`src/rtl/vga_pkg.sv`:
```
// ============================================================================
// vga_pkg : shared constants for the VGA pixel path (colours, screen defaults,
//           push-button indices, move encoding).
// Revision: 1.0
// ============================================================================
`default_nettype none

package vga_pkg;

  localparam logic [2:0] BLACK = 3'b000;
  localparam logic [2:0] BLUE  = 3'b001;
  localparam logic [2:0] GREEN = 3'b010;

  localparam int SCREEN_W = 640;
  localparam int SCREEN_H = 480;
  localparam int COORD_W  = 10;

  localparam int BTN_UP    = 0;
  localparam int BTN_RIGHT = 1;
  localparam int BTN_LEFT  = 2;
  localparam int BTN_DOWN  = 3;

  typedef enum logic [2:0] {
    MV_NONE  = 3'd0,
    MV_UP    = 3'd1,
    MV_DOWN  = 3'd2,
    MV_LEFT  = 3'd3,
    MV_RIGHT = 3'd4
  } move_e;

endpackage

`default_nettype wire

```
`src/rtl/btn_tick_debounce.sv`:
```
// ============================================================================
// btn_tick_debounce : clock-enable tick generator plus 2-FF button synchroniser
//                     and two-tick sampler (btn needs two consecutive ticks).
// Revision: 1.0
// ============================================================================
`default_nettype none

module btn_tick_debounce #(
  parameter int TICK_FAST = 250000,
  parameter int TICK_SLOW = 1000000,
  parameter int NBTN      = 4
) (
  input  logic            clk,
  input  logic            rst,
  input  logic            switch,
  input  logic [NBTN-1:0] push,
  output logic            tick,
  output logic [NBTN-1:0] btn
);

  localparam int CNT_MAX = (TICK_FAST > TICK_SLOW) ? TICK_FAST : TICK_SLOW;
  localparam int CNT_W   = (CNT_MAX > 2) ? $clog2(CNT_MAX) : 1;
  localparam logic [CNT_W-1:0] FAST_M1 = CNT_W'(TICK_FAST - 1);
  localparam logic [CNT_W-1:0] SLOW_M1 = CNT_W'(TICK_SLOW - 1);

  logic [CNT_W-1:0] cnt_q, cnt_d, lim_m1;
  logic [NBTN-1:0]  sync1_q, sync1_d, sync2_q, sync2_d;
  logic [NBTN-1:0]  q1_q, q1_d, q2_q, q2_d;

  always_comb begin
    lim_m1  = switch ? SLOW_M1 : FAST_M1;
    // >= rather than == so a shrinking limit fires at once instead of wrapping
    tick    = (cnt_q >= lim_m1);
    cnt_d   = tick ? '0 : cnt_q + 1'b1;
    sync1_d = push;
    sync2_d = sync1_q;
    q1_d    = tick ? sync2_q : q1_q;
    q2_d    = tick ? q1_q : q2_q;
    // btn is the pair being latched on this tick; only meaningful with tick
    btn     = q1_d & q2_d;
  end

  always_ff @(posedge clk or posedge rst) begin
    if (rst) begin
      cnt_q   <= '0;
      sync1_q <= '0;
      sync2_q <= '0;
      q1_q    <= '0;
      q2_q    <= '0;
    end else begin
      cnt_q   <= cnt_d;
      sync1_q <= sync1_d;
      sync2_q <= sync2_d;
      q1_q    <= q1_d;
      q2_q    <= q2_d;
    end
  end

endmodule

`default_nettype wire

```
`src/rtl/sprite_pixel_gen.sv`:
```
// ============================================================================
// sprite_pixel_gen : movable box pixel generator. Buttons step the box once per
//                    tick; SPRITE_WRAP_EN selects wrap instead of clamp at edges.
// Revision: 1.0
// ============================================================================
`default_nettype none

module sprite_pixel_gen
  import vga_pkg::*;
#(
  parameter int         SCREEN_W  = 640,
  parameter int         SCREEN_H  = 480,
  parameter int         COORD_W   = 10,
  parameter int         BOX_W     = 40,
  parameter int         BOX_H     = 40,
  parameter int         STEP      = 10,
  parameter int         TICK_FAST = 250000,
  parameter int         TICK_SLOW = 1000000,
  parameter logic [2:0] FG_COLOR  = GREEN,
  parameter logic [2:0] BG_COLOR  = BLUE
) (
  input  logic               clk,
  input  logic               rst,
  input  logic               switch,
  input  logic [3:0]         push,
  input  logic [COORD_W-1:0] pixel_x,
  input  logic [COORD_W-1:0] pixel_y,
  input  logic               video_on,
  output logic [2:0]         rgb,
  output logic [COORD_W-1:0] box_x,
  output logic [COORD_W-1:0] box_y
);

`ifdef SPRITE_WRAP_EN
  localparam bit WRAP_EN = 1'b1;
`else
  localparam bit WRAP_EN = 1'b0;
`endif

  localparam logic [COORD_W-1:0] MAX_X_C = COORD_W'(SCREEN_W - BOX_W);
  localparam logic [COORD_W-1:0] MAX_Y_C = COORD_W'(SCREEN_H - BOX_H);
  localparam logic [COORD_W-1:0] X_RST   = COORD_W'((SCREEN_W - BOX_W) / 2);
  localparam logic [COORD_W-1:0] Y_RST   = COORD_W'((SCREEN_H - BOX_H) / 2);
  localparam logic [COORD_W:0]   MAX_X_E = (COORD_W+1)'(SCREEN_W - BOX_W);
  localparam logic [COORD_W:0]   MAX_Y_E = (COORD_W+1)'(SCREEN_H - BOX_H);
  localparam logic [COORD_W:0]   STEP_E  = (COORD_W+1)'(STEP);
  localparam logic [COORD_W:0]   BOX_W_E = (COORD_W+1)'(BOX_W);
  localparam logic [COORD_W:0]   BOX_H_E = (COORD_W+1)'(BOX_H);

  logic               tick;
  logic [3:0]         btn;
  move_e              mv;
  logic [COORD_W:0]   x_ext, y_ext;
  logic [COORD_W-1:0] box_x_q, box_x_d, box_y_q, box_y_d;
  logic [2:0]         rgb_q, rgb_d;
  logic               hit;

  btn_tick_debounce #(
    .TICK_FAST (TICK_FAST),
    .TICK_SLOW (TICK_SLOW),
    .NBTN      (4)
  ) u_btn (
    .clk    (clk),
    .rst    (rst),
    .switch (switch),
    .push   (push),
    .tick   (tick),
    .btn    (btn)
  );

  always_comb begin
    mv = MV_NONE;
    if (tick) begin
      if      (btn[BTN_UP])    mv = MV_UP;
      else if (btn[BTN_DOWN])  mv = MV_DOWN;
      else if (btn[BTN_LEFT])  mv = MV_LEFT;
      else if (btn[BTN_RIGHT]) mv = MV_RIGHT;
    end
  end

  // One extra bit keeps x+STEP and x+BOX_W from wrapping through 2**COORD_W
  always_comb begin
    x_ext   = {1'b0, box_x_q};
    y_ext   = {1'b0, box_y_q};
    box_x_d = box_x_q;
    box_y_d = box_y_q;
    case (mv)
      MV_UP:    box_y_d = (y_ext < STEP_E) ? (WRAP_EN ? MAX_Y_C : '0)
                                           : COORD_W'(y_ext - STEP_E);
      MV_DOWN:  box_y_d = (y_ext + STEP_E > MAX_Y_E) ? (WRAP_EN ? '0 : MAX_Y_C)
                                                     : COORD_W'(y_ext + STEP_E);
      MV_LEFT:  box_x_d = (x_ext < STEP_E) ? (WRAP_EN ? MAX_X_C : '0)
                                           : COORD_W'(x_ext - STEP_E);
      MV_RIGHT: box_x_d = (x_ext + STEP_E > MAX_X_E) ? (WRAP_EN ? '0 : MAX_X_C)
                                                     : COORD_W'(x_ext + STEP_E);
      default:  ;
    endcase
  end

  always_comb begin
    hit = (pixel_x >= box_x_q) && ({1'b0, pixel_x} < x_ext + BOX_W_E) &&
          (pixel_y >= box_y_q) && ({1'b0, pixel_y} < y_ext + BOX_H_E);
    if (!video_on) rgb_d = BLACK;
    else if (hit)  rgb_d = FG_COLOR;
    else           rgb_d = BG_COLOR;
  end

  always_ff @(posedge clk or posedge rst) begin
    if (rst) begin
      box_x_q <= X_RST;
      box_y_q <= Y_RST;
      rgb_q   <= BLACK;
    end else begin
      box_x_q <= box_x_d;
      box_y_q <= box_y_d;
      rgb_q   <= rgb_d;
    end
  end

  assign rgb   = rgb_q;
  assign box_x = box_x_q;
  assign box_y = box_y_q;

endmodule

`default_nettype wire

```
`config.mk`:
```
export PLATFORM = sky130hd
export DESIGN_NAME = sprite_pixel_gen
export DESIGN_NICKNAME = d
export VERILOG_FILES = /design/src/rtl/vga_pkg.sv /design/src/rtl/btn_tick_debounce.sv /design/src/rtl/sprite_pixel_gen.sv
export SDC_FILE = /design/constraint.sdc
export NUM_CORES = 1
export LEC_CHECK = 0
export CAP_MARGIN = 20
export CORE_MARGIN = 2
export CORE_UTILIZATION = 55
export DETAILED_ROUTE_END_ITERATION = 10
export GPL_TIMING_DRIVEN = 0
export PLACE_DENSITY = 0.84
export SLEW_MARGIN = 20
export SYNTH_ARGS = -nofsm -noshare
export SYNTH_HDL_FRONTEND = slang
export SYNTH_SLANG_ARGS = --single-unit
```
`constraint.sdc`:
```
create_clock -name clk -period 7.9 [get_ports clk]
set_input_delay 1.58 -clock clk [delete_from_list [all_inputs] [get_ports clk]]
set_output_delay 1.58 -clock clk [all_outputs]
set_load 0.1 [all_outputs]
```
# Word level (Yosys, flattened, before mapping)
# Index checks and enable logic that the tools add are counted.
totals:
  output_inout_bits: 23
  ff_bits: 59
  inputBits: 28
  word_cells: 51
classes:
  n_mux: 17
  addsub: 7
  n_eq_ne: 4
  magnitude_cmp: 9
  reduce_logical: 5
  bitwise: 1
op_table:
  columns: ["cell", "n"]
  rows:
  - ["2-to-1 mux 10 bit", 4]
  - ["2-to-1 mux 20 bit", 2]
  - ["case mux 10 bit (2 select lines)", 2]
  - ["adder 10 x 4 -> 11 bit (second input constant)", 2]
  - ["adder 10 x 6 -> 11 bit (second input constant)", 2]
  - ["less-than comparator 10 x 11 -> 1 bit", 2]
  - ["adder 20 x 1 -> 20 bit (second input constant)", 1]
  - [">= comparator 10 bit", 2]
  - [">= comparator 20 bit", 1]
  - ["less-than comparator 10 x 4 -> 1 bit (second input constant)", 2]
  - ["subtractor 10 x 4 -> 10 bit (second input constant)", 2]
  - ["2-to-1 mux 3 bit", 5]
  - ["greater-than comparator 11 x 10 -> 1 bit (second input constant)", 1]
  - ["greater-than comparator 11 x 9 -> 1 bit (second input constant)", 1]
  - ["2-to-1 mux 4 bit", 2]
  - ["equality test 3 x 2 -> 1 bit (second input constant)", 2]
  - ["AND 4 bit", 1]
  - ["2-to-1 mux 2 bit", 2]
  - ["nonzero test 2 bit", 2]
  - ["equality test 3 x 1 -> 1 bit (second input constant)", 1]
  - ["equality test 3 bit (second input constant)", 1]
  - ["logical AND 1 bit", 3]

# Longest topological paths before layout
depth:
  depth_word: 11
  depth_mapped: 11
  depth_no_buf: 9

# Cells and area by module
# Synthesis repeated with hierarchy kept, for this count alone.
hier_totals:
  hier_cells: 513
  area_unflattened_um2: 4629.4
modules_own_cells:
  columns: ["mod", "area_each_um2", "cells_each", "seq_area_each_um2", "instances"]
  rows:
  - ["sprite_pixel_gen", 2905.3, 359, 511.7, 1]
  - ["btn_tick_debounce", 1724.2, 154, 900.9, 1]

# Worst setup path before layout
# Ideal clock, no wire load.
synth_path:
  path_kind: "input port to flip-flop"
  from: "input port switch"
  to: "register box_x_q[9] (netlist: box_x[9])"
  n_path_buf: 1
  cell_stages: 10
  setup_ns: 0.127
  required_time_ns: 7.773
  path_slack_ns: 4.324
  arrival_time_ns: 3.450
  cell_sequence: "inv_1 -> ha_1 -> nor4_1 -> o311ai_2 -> o211ai_1 -> buf_2 -> or3_1 -> nor4_2 -> mux2i_1 -> mux2i_1"
synth_via:
  elab_chain_cells: 11
  elab_cells_between_ends: 14
  classes_between: "1 x order compare; 2 x eq/ne; 9 x mux; 1 x bitwise; 1 x reduce/logical"
synth_lines:
  columns: ["element", "line_no", "rtl"]
  rows:
  - ["start: declaration", "sprite_pixel_gen.sv:24", "input logic switch,"]
  - ["2-to-1 mux 20 bit *", "btn_tick_debounce.sv:31", "lim_m1 = switch ? SLOW_M1 : FAST_M1;"]
  - [">= comparator 20 bit *", "btn_tick_debounce.sv:33", "tick = (cnt_q >= lim_m1);"]
  - ["2-to-1 mux 4 bit (on tied branches)", "btn_tick_debounce.sv:37, btn_tick_debounce.sv:38", null]
  - ["AND 4 bit", "btn_tick_debounce.sv:40", "btn = q1_d & q2_d;"]
  - ["2-to-1 mux 3 bit", "sprite_pixel_gen.sv:77", "else if (btn[BTN_RIGHT]) mv = MV_RIGHT;"]
  - ["2-to-1 mux 3 bit", "sprite_pixel_gen.sv:76", "else if (btn[BTN_LEFT]) mv = MV_LEFT;"]
  - ["2-to-1 mux 3 bit", "sprite_pixel_gen.sv:75", "else if (btn[BTN_DOWN]) mv = MV_DOWN;"]
  - ["2-to-1 mux 3 bit", "sprite_pixel_gen.sv:74", "if (btn[BTN_UP]) mv = MV_UP;"]
  - ["2-to-1 mux 3 bit *", "sprite_pixel_gen.sv:73", "if (tick) begin"]
  - ["equality test 3 bit or equality test 3 x 2 -> 1 bit (tied branches)", "sprite_pixel_gen.sv:87", "case (mv)"]
  - ["case mux 10 bit (2 select lines) or nonzero test 2 bit (tied branches)", null, null]
  - ["end signal: assignment", "sprite_pixel_gen.sv:114", "box_x_q <= box_x_d;"]
  - ["end: declaration", "sprite_pixel_gen.sv:54", "logic [COORD_W-1:0] box_x_q, box_x_d, box_y_q, box_y_d;"]
# Mark *: on every way between the ends. The rest lies on a longest branch, timed or not.
# A chain may end at the register's enable or synchronous reset.

# Worst setup path in the final report
layout_path:
  from: "input port switch"
  to: "register box_x_q[7] (netlist: box_x[7])"
# The elaborated chain is that of the path after synthesis.

==> metrics.cfg <==
[min_path]
worstHoldStart=u_btn.sync1_q[2]$_DFF_PP0_
hp-class=reg -> reg

[sta]
maxSlewHeadroom=0.340
clock.fmax_mhz=235
tns_ps=0
whs_ps=361
final-hold-violation-count=0
rsz0062_at_grt=no
clock_skew_ps=8.30
period_share=0.538
min_period_ps=4250
slew_violations=0
tightest_slew_ps=987
finalSetupViolCount=0

[floorplan]
die_y_um=92.0
core.rowCount=32
io_pins=51
core_mm2=0.00761
die_area_mm2=0.00846
start_util=0.560
die_w_um=92.0

[route]
totalWireLength_mm=9.85
antenna_left=0
dr_total_vias=3912
drt_iter0_markers=314
drcViolationCount=2
vias_per_cell=6.02
drt_pass1_iterations=8
post_drt_wl_per_cell_um=15.2

[logic_synthesis]
synthCells=492
ys_ff_latch=52
synth_edf_count=0
synth.largest_area_cell=dfrtp_1
syn_area_per_cell_um2=8.65
synthXorXnorAreaFrac=0.0658
synth.area.mux_share=0.0176
synth-simple-area-share=0.197
synth_common_cells=ha_1, nor2_1, dfrtp_1, nand2_1, inv_1
yosys_warnings=0
synth_top_family_by_area=compound AO/OA/AOI/OAI gates
synth_area_leaders=dfrtp_1, ha_1, dfstp_2
synth_cell_types=73
synth_flop_cell=dfrtp_1
synth_fa_ha_area_frac=0.150
synth_compound_area_frac=0.207
netlist.area_leader.share=0.253
synth-async-reset-ratio=1.00
yosysMostFrequentCell=ha_1
syn-cell-area_mm2=0.00426
yosysSeqAreaShare=0.308

[worst_setup_path]
crit_start=switch
path_class=in -> reg
path_cells=clkdlybuf4s50_1 -> inv_1 -> ha_1 -> a211o_1 -> a22o_1 -> o211a_1 -> and3_1 -> buf_4 -> a21oi_1 -> a32oi_1 -> a31oi_1
critPathMaxStageDelay_ps=560
rr_startpoint=box_y[3]$_DFFE_PP1P_
critPathArrivalTime_ps=4470
worstSetupStartpointType=primary input
end_kind=flip-flop
slowest_stage=clkdlybuf4s50_1
required_ps=8120
worst-path-max-fanout=10

[clock_tree]
numClockSinks=52
root_buffer=clkbuf_8
clk_latency_ps=310
cts_tree=built
cts_buffers=5
post_cts_buffers=0
h-tree-depth=2
clk_pin_slew_ps=110
hold_buffers=0
clock_path_buffers=2
ctsResizeCount=0

[power]
swShare=0.508
ir_drop_uv=170
switchingPower_w=0.000761
combPwrFrac=0.599
share_seq_of_total_power=0.293
leakagePower_nw=2.12
pwr-share-clk=0.109
power.internal_w=0.000736
power.density_mw_per_mm2=301

[global_route]
gr-usage-all-layers=0.240
grt_max_degree=32
antenna_found_initial=0
overflow=0
grt_pass1_vias=3793
grt_first_pass_wirelength_mm=17.0

[placement]
hpwl_mm=7.62
place.gp.congestion=0.908
portBuffers=45

[status]
failed_checks=DRC
status=finished, violations left

[cells_and_area]
area_delta_synth_final_pct=16.7
antenna_cells=0
nets=626
final_layout_size_suffix_gt1_frac=0.0839
n_fill_cell=658

[run]
drv_cap=0

-- final cells by class --
class | count | area [um2] | share of cell area
buffer | 22 | 113 | 0.0227
clock buffer | 5 | 68.8 | 0.0139
clock inverter | 3 | 27.5 | 0.00554
inverter | 30 | 113 | 0.0227
multi-input combinational | 390 | 2730 | 0.549
sequential | 52 | 1310 | 0.264
tap | 102 | 128 | 0.0257
timing repair buffer | 46 | 478 | 0.0962
-- cells by family after synthesis --
group	Yosys count
adder cells (fa/ha/maj)	51
other	1
AO/OA/AOI/OAI	128
buffers and inverters	52
AND/OR/NAND/NOR	169
XOR/XNOR	32
flip-flops	52
multiplexers	7
-- power groups by stage --
stage                     clock network (W)  registers (W)  logic (W)
final                              0.000163       0.000438   0.000896
after detailed placement                  0       0.000439   0.000889
after CTS                          0.000165       0.000435   0.000895
after global routing               0.000178       0.000450   0.000991
after global placement                    0       0.000434   0.000863
after floorplan                           0       0.000613   0.000506
-- critical path, delay by kind of cell --
kind | cells | cell delay (ps)
AOI/OAI and AO/OA | 6 | 1490
adders and majority gates | 1 | 330
buffers and inverters | 3 | 880
and+or+nand+nor | 1 | 190
-- placed cells by master (no fill, tap or decap), types with 9 or more instances in the layout --
| cell type | n |
|---|---|
| a21o_1 | 9 |
| a21oi_1 | 27 |
| a31oi_1 | 12 |
| clkbuf_1 | 11 |
| clkdlybuf4s50_1 | 45 |
| dfrtp_1 | 43 |
| dfstp_2 | 9 |
| ha_1 | 51 |
| inv_1 | 28 |
| nand2_1 | 39 |
| nand3_1 | 17 |
| nor2_1 | 48 |
| nor3_1 | 12 |
| o21ai_0 | 24 |
| or3_1 | 10 |
| xnor2_1 | 19 |
| xor2_1 | 13 |
-- sequential cells by signal, indices dropped and copies added (netlist names) --
name           count
box_x              9
rgb                2
u_btn.sync2_q      4
box_y              9
u_btn.sync1_q      4
u_btn.cnt_q       20
u_btn.q1_q         4
-- metal layers --
metal  global-route usage  wire length, um
met5                    0                0
met4               0.0597              127
met3               0.0230              507
met2                0.420             4810
met1                0.321             4400
-- final timing paths --
check,endpoint,slack (ps),depth (start not counted)
min,u_btn.sync2_q[2]$_DFF_PP0_,360,0
min reg2reg,u_btn.sync2_q[2]$_DFF_PP0_,360,0
max in group asynchronous,box_y[2]$_DFFE_PP1P_,5580,3
max reg2reg,box_y[8]$_DFFE_PP0P_,4860,10
max,box_x[7]$_DFFE_PP0P_,3650,11
min in group asynchronous,u_btn.sync2_q[2]$_DFF_PP0_,1690,2
-- metrics by stage --
| step | setup slack (ps) | total power [W] | instances | utilization | cell area (um2) |
|---|---|---|---|---|---|
| 4_1_cts | 3720 | 0.00149 | 650 | 0.653 | 4970 |
| 6_report | 3650 | 0.00150 | 650 | 0.653 | 4970 |
| 3_3_place_gp | 3440 | 0.00130 | 641 | 0.637 | 4840 |
| 5_1_grt | 3530 | 0.00162 | 650 | 0.653 | 4970 |
| 3_5_place_dp | 3390 | 0.00133 | 642 | 0.640 | 4870 |
| 2_1_floorplan | 4320 | 0.00112 | 494 | - | 4260 |
Power figures use the tool's default switching activity.
